===== config.mk =====
export PLATFORM = sky130hd
export DESIGN_NAME = pwm_dac
export DESIGN_NICKNAME = d
export VERILOG_FILES = /design/src/rtl/pwm_dac_pkg.sv /design/src/rtl/pwm_dac_prescaler.sv /design/src/rtl/pwm_dac.sv
export SDC_FILE = /design/constraint.sdc
export NUM_CORES = 1
export LEC_CHECK = 0
export CORE_MARGIN = 2
export CORE_UTILIZATION = 60
export DETAILED_ROUTE_END_ITERATION = 10
export DONT_BUFFER_PORTS = 1
export PLACE_DENSITY = 0.77
export RECOVER_POWER = 100
export SYNTH_ARGS = -nofsm -noshare
export SYNTH_HDL_FRONTEND = slang
export SYNTH_SLANG_ARGS = --single-unit

===== constraint.sdc =====
create_clock -name clk -period 3.69 [get_ports clk]
set_clock_uncertainty 0.05 [all_clocks]
set_input_delay 0.1845 -clock clk [delete_from_list [all_inputs] [get_ports clk]]
set_output_delay 0.1845 -clock clk [all_outputs]
set_load 0.03 [all_outputs]

===== src/rtl/pwm_dac_pkg.sv =====
// Purpose: shared constants for the PWM DAC (sample width, prescale, counter limits).
// Latency: none, package only.
// Backpressure: not applicable.
package pwm_dac_pkg;

    localparam int DATA_W_DEFAULT = 8;
    localparam int DIV_DEFAULT    = 1;

    // Largest period-counter value for a given sample width.
    function automatic int cnt_max(input int w);
        return (1 << w) - 1;
    endfunction

    localparam int CNT_MAX        = cnt_max(DATA_W_DEFAULT);
    localparam int UNDERRUN_CNT_W = 16;

endpackage


===== src/rtl/pwm_dac_prescaler.sv =====
// Purpose: divides clk into a one-cycle tick every DIV cycles.
// Latency: tick is combinational from div_cnt; with DIV=1 it is high every cycle.
// Backpressure: none, free running.
//
// Ports: clk, rst (sync, active-high), tick (out).
module pwm_dac_prescaler
    import pwm_dac_pkg::*;
#(
    parameter int DIV = DIV_DEFAULT
) (
    input  logic clk,
    input  logic rst,
    output logic tick
);

    localparam int            CW   = (DIV > 1) ? $clog2(DIV) : 1;
    localparam logic [CW-1:0] LAST = CW'(DIV - 1);

    logic [CW-1:0] div_cnt;

    assign tick = (div_cnt == LAST);

    always_ff @(posedge clk) begin
        if (rst) begin
            div_cnt <= '0;
        end else if (tick) begin
            div_cnt <= '0;
        end else begin
            div_cnt <= div_cnt + 1'b1;
        end
    end

endmodule


===== src/rtl/pwm_dac.sv =====
// Purpose: double-buffered sample input driving a 2^DATA_W-tick PWM output.
// Latency: a sample reaches pwm_out at the next period boundary (+1 clk), or one period later if a sample is already pending.
// Backpressure: sample_ready is low while a sample is pending; it depends on registers only, never on sample_valid.
//
// Ports: clk, rst (sync, active-high), sample_in/sample_valid/sample_ready (handshake in),
//        pwm_out (registered PWM), period_start and underrun (one-cycle pulses).
// Optional: define PWM_DAC_UNDERRUN_CNT_EN to add underrun_cnt, a saturating 16-bit underrun count.
module pwm_dac
    import pwm_dac_pkg::*;
#(
    parameter int DATA_W = DATA_W_DEFAULT,
    parameter int DIV    = DIV_DEFAULT
) (
    input  logic              clk,
    input  logic              rst,
    input  logic [DATA_W-1:0] sample_in,
    input  logic              sample_valid,
    output logic              sample_ready,
    output logic              pwm_out,
    output logic              period_start,
    output logic              underrun
`ifdef PWM_DAC_UNDERRUN_CNT_EN
    ,
    output logic [UNDERRUN_CNT_W-1:0] underrun_cnt
`endif
);

    localparam logic [DATA_W-1:0] CNT_TOP = DATA_W'(cnt_max(DATA_W));

    logic              tick;
    logic              boundary;
    logic              xfer;
    logic [DATA_W-1:0] cnt;
    logic [DATA_W-1:0] active;
    logic [DATA_W-1:0] pend;
    logic              pend_valid;

    pwm_dac_prescaler #(
        .DIV (DIV)
    ) u_prescaler (
        .clk  (clk),
        .rst  (rst),
        .tick (tick)
    );

    assign boundary     = tick && (cnt == CNT_TOP);
    assign sample_ready = !pend_valid && !rst;
    assign xfer         = sample_valid && sample_ready;

    always_ff @(posedge clk) begin
        if (rst) begin
            cnt          <= '0;
            active       <= '0;
            pend         <= '0;
            pend_valid   <= 1'b0;
            pwm_out      <= 1'b0;
            period_start <= 1'b0;
            underrun     <= 1'b0;
        end else begin
            if (tick) begin
                cnt <= cnt + 1'b1;
            end
            // Compare uses the pre-edge active value, so the new duty
            // shows up on pwm_out one clk after the boundary.
            pwm_out      <= (cnt < active);
            period_start <= boundary;
            underrun     <= boundary && !pend_valid;
            // Load and transfer are mutually exclusive: a load needs
            // pend_valid=1, which holds sample_ready low.
            if (boundary && pend_valid) begin
                active     <= pend;
                pend_valid <= 1'b0;
            end else if (xfer) begin
                pend       <= sample_in;
                pend_valid <= 1'b1;
            end
        end
    end

`ifdef PWM_DAC_UNDERRUN_CNT_EN
    always_ff @(posedge clk) begin
        if (rst) begin
            underrun_cnt <= '0;
        end else if (boundary && !pend_valid && (underrun_cnt != '1)) begin
            underrun_cnt <= underrun_cnt + 1'b1;
        end
    end
`endif

endmodule


[Word level (Yosys, flattened, before mapping)]
Cells that the tools add are included.
Operators by class
  add/sub/neg operators: 2
  order comparisons: 1
  equal/unequal tests: 1
  bitwise logic cells: 2
  reduce and logical (&&, ||, !) cells: 10
Operator list (count)
  $add 8x1->8 const B: 1
  $eq 8x8->1 const B: 1
  $lt 8x8->1: 1
  $logic_and 1x1->1: 5
  $reduce_or 2->1: 2
  $logic_not 1->1: 2
  $not 1->1: 2
  $reduce_and 2->1: 1
  $add 1x1->1 const B: 1
Word-level totals
  bits in registers: 29
  bits of input ports: 11
  output and inout port bits: 4
  word-level logic and storage cells: 24

[Logic depth before layout (Yosys ltp)]
  word-level depth: 5
  depth in mapped cells: 5

[Cells and area by module]
From an unflattened synthesis, not the netlist that was laid out.
Second synthesis, totals
  cells, all modules: 139
  area, all modules: 1333.8 µm²
By module, submodules not included
  pwm_dac: instances 1, cells an instance 136, area an instance 1306.3 µm²
  pwm_dac_prescaler: instances 1, cells an instance 3, area an instance 27.5 µm²

[Worst setup path before layout]
No wires, ideal clock.
  path type: flip-flop to flip-flop
  start: reg cnt[3]
  end: reg pwm_out
  setup time: 0.114 ns
  arrival time: 1.308 ns
  required time: 3.526 ns
  setup slack: 2.217 ns
  stages on the path, launching flop included: 5
  cell sequence: dfxtp_1 > ha_1 > a211oi_1 > o21ai_0 > a2111oi_0
Between the ends
  word-level cells in the longest chain between the ends: 1
Ends and longest elaborated chain
  start, declared: RTL line pwm_dac.sv:33  | logic [DATA_W-1:0] cnt;
  start signal, assigned: RTL line pwm_dac.sv:61  | cnt <= cnt + 1'b1;
  $lt 8x8->1: RTL line pwm_dac.sv:65  | pwm_out <= (cnt < active);
  end signal, assigned: RTL line pwm_dac.sv:65
  end, declared: RTL line pwm_dac.sv:19  | output logic pwm_out,
No other way between the ends.
A chain may end at the register's enable or synchronous reset.

[Worst setup path after layout]
Ends and elaborated chain as after synthesis.

==> results.txt <==
GPL Wtd Cong = 0.8681
First-pass GRT wire length = 4.588 mm
Area grow syn2layout = 10.32%
PD cells = 392.1 nW/um^2
Post-DRT Antenna Nets = 0
Sequential fraction of the synthesis area = 43.94%
Drt wl/cell = 15.56 um
Mean Syn Cell Area = 9.574 um^2
CP max FO = 5
Post-Place Setup Slack = 1719 ps
Crit path largest cell delay = 640 ps
Yosys top cell by area = dfxtp_1
Die X = 50.93 um
Min Hold Slack = 37.57 ps
Core Rows = 16
Share of flip-flops with an asynchronous set or reset = 0%
Fin cells = 175
Die area = 2593 um^2
Clock-pin slew on the worst setup and hold paths = 80 ps
Commonest cells after routing, fill and taps aside = dfxtp_1, nor2_1, a21oi_1, dlygate4sd3_1
Post-DP HPWL = 1.823 mm
ANT cells = 0
Max-cap viol count = 0
DRT iter0 DRCs = 23
DRC = 0
Commonest non-fill, non-tap cell in the layout = dfxtp_1
End point of the critical path = pwm_out$_SDFF_PP0_
Startpoint Class = register
Ys Warns = 0
Post-CTS setup repair buffer count = 0
Tcrit/Tclk final = 53.15%
Crit Reg-Reg Startpoint = cnt[3]$_SDFFE_PP0N_
Inst Count DP = 158
RSZ-0062 raised after global routing = false
Final WS setup = 1729 ps
CP Cell Sequence = ha_1, a211oi_1, o21ai_0, a2111oi_0
Die Ht = 50.93 um
Final setup violation count = 0
Min-Delay Path Class = input port to register
Initial core utilization = 65.35%
Worst Hold Launch = rst
Drt via density = 6.229
Setup TNS = 0 ps
R2r worst-path depth = 4
Max Slew Vio Count = 0
Mapped Nets = 157
Total grt overflow = 0
Post-synth EDFFs = 0
CP Capture Type = register
Fin crit period = 1961 ps
First drt pass iteration count = 4
FF+latch count, synth = 29
Synthesized area = 1321 um^2
H-tree depth = 2
Crit path DAT = 2080 ps
Synth top area share = 43.94%
Clk buf depth = 2
Worst setup path start = cnt[3]$_SDFFE_PP0N_
VDD IR max = 0.0003361 V
Worst Tran Pin Value = 920.0 ps
Layout cell share with drive strength beyond 1 = 5.405%
Largest net degree at the start of global routing = 27
Core area = 2022 um^2
Final WL = 2.723 mm
Syn Inst Count = 138
Clk sinks = 29
CTS tree = built
Worst-Skew Late Latency = 330 ps
Num CTS Buffers = 5
Final hold viol count = 0
Reg2reg end = pwm_out$_SDFF_PP0_
IO buf count = 0
Required @ worst endpoint = 3810 ps
Critical path class = register to register
Fmax = 509.8 MHz
Leak = 0.5346 nW
Ys flop type = dfxtp_1
Synth area leaders = dfxtp_1, ha_1, mux2i_1
Hold Path Depth = 2
Root Driver = clkbuf_4
Count of different cell masters after synthesis = 33
Relative max-transition margin = 38.54%
Fin util = 72.09%
Number of global-route vias before repair = 1040
Gr usage total = 24.64%
Final net count = 167
Reg2Reg Setup Slack = 1730 ps
Io pins = 15
Total number of vias = 1090
Crit path max-delay cell type = a2111oi_0
Initial antenna violation count = 0
Outcome = finished, final reports clean
[registers in the layout, indices dropped and copies added, names as in the netlist]
register             flops
cnt                      8
underrun                 1
pend_valid               1
active                   8
u_prescaler.div_cnt      1
pend                     8
period_start             1
pwm_out                  1
[logic make-up (layout without fill, tap and decap cells)]
family          count (synthesis)  in the layout  synth area share, %
compound gates                 25             25                12.41
buf+inv                        15             25                5.019
simple gates                   45             45                19.60
flops                          29             29                43.94
fa+ha+maj                       8              8                7.576
mux                            11             11                8.523
xor+xnor                        4              4                2.652
other cells                     1              1               0.2838
[cell usage after synthesis (all sizes together), types with 3 or more instances]
master,n
nand4b,3
nand4,9
mux2i,9
dfxtp,29
nor2b,5
buf,5
a21oi,10
o31ai,8
nor2,18
inv,8
ha,8
xor2,3
[stage by stage]
| stage | total power, mW | area [um^2] |
|---|---|---|
| floorplan | 0.3678 | 1321 |
| global placement | 0.3678 | 1319 |
| detailed placement | 0.3706 | 1319 |
| CTS | 0.5703 | 1474 |
| global route | 0.5917 | 1458 |
| finish | 0.5716 | 1458 |
[how the worst min path moves through the flow]
stage | end | slack [ps]
2_1_floorplan | pend[0]$_SDFFE_PP0P_ | 280
4_1_cts | cnt[6]$_SDFFE_PP0N_ | 30
3_5_place_dp | active[2]$_SDFFE_PP0P_ | 210
3_3_place_gp | cnt[5]$_SDFFE_PP0N_ | 210
5_1_grt | cnt[7]$_SDFFE_PP0N_ | 70
6_report | cnt[6]$_SDFFE_PP0N_ | 40
[worst max-delay path: cells and delay by family, from the launching register on]
| family | cells | cell delay, ps |
|---|---|---|
| flip-flops | 1 | 430 |
| adder cells (fa/ha/maj) | 1 | 290 |
| AO/OA/AOI/OAI | 3 | 1040 |
[report_power, final]
| part | internal [mW] | leakage (nW) | switching [mW] |
|---|---|---|---|
| Combinational | 0.0203 | 0.267 | 0.0208 |
| Clock | 0.0897 | 0.0314 | 0.106 |
| Sequential | 0.322 | 0.236 | 0.0128 |
| Total | 0.432 | 0.535 | 0.139 |
[area by class of cell]
class	count	area, um^2
Sequential cell	29	580.6
Timing Repair Buffer	10	100.1
Fill cell	155	564.3
Multi-Input combinational cell	94	658.1
Clock buffer	7	55.05
Inverter	8	30.03
Tap cell	27	33.78
[layer usage]
layer	share of wire, %	track usage [%]	up-vias
met5	0	0	-
met4	1.7	13.51	0
met3	7.7	6.140	8
met2	51	39.18	45
met1	40	30.43	520
li1	-	-	517
[what timing repair did]
item,in CTS,in global routing
hold endpoints to repair,26,0
hold buffers,10,0
gates resized for setup,0,0
Note: power is estimated with default switching activity, not from simulation.
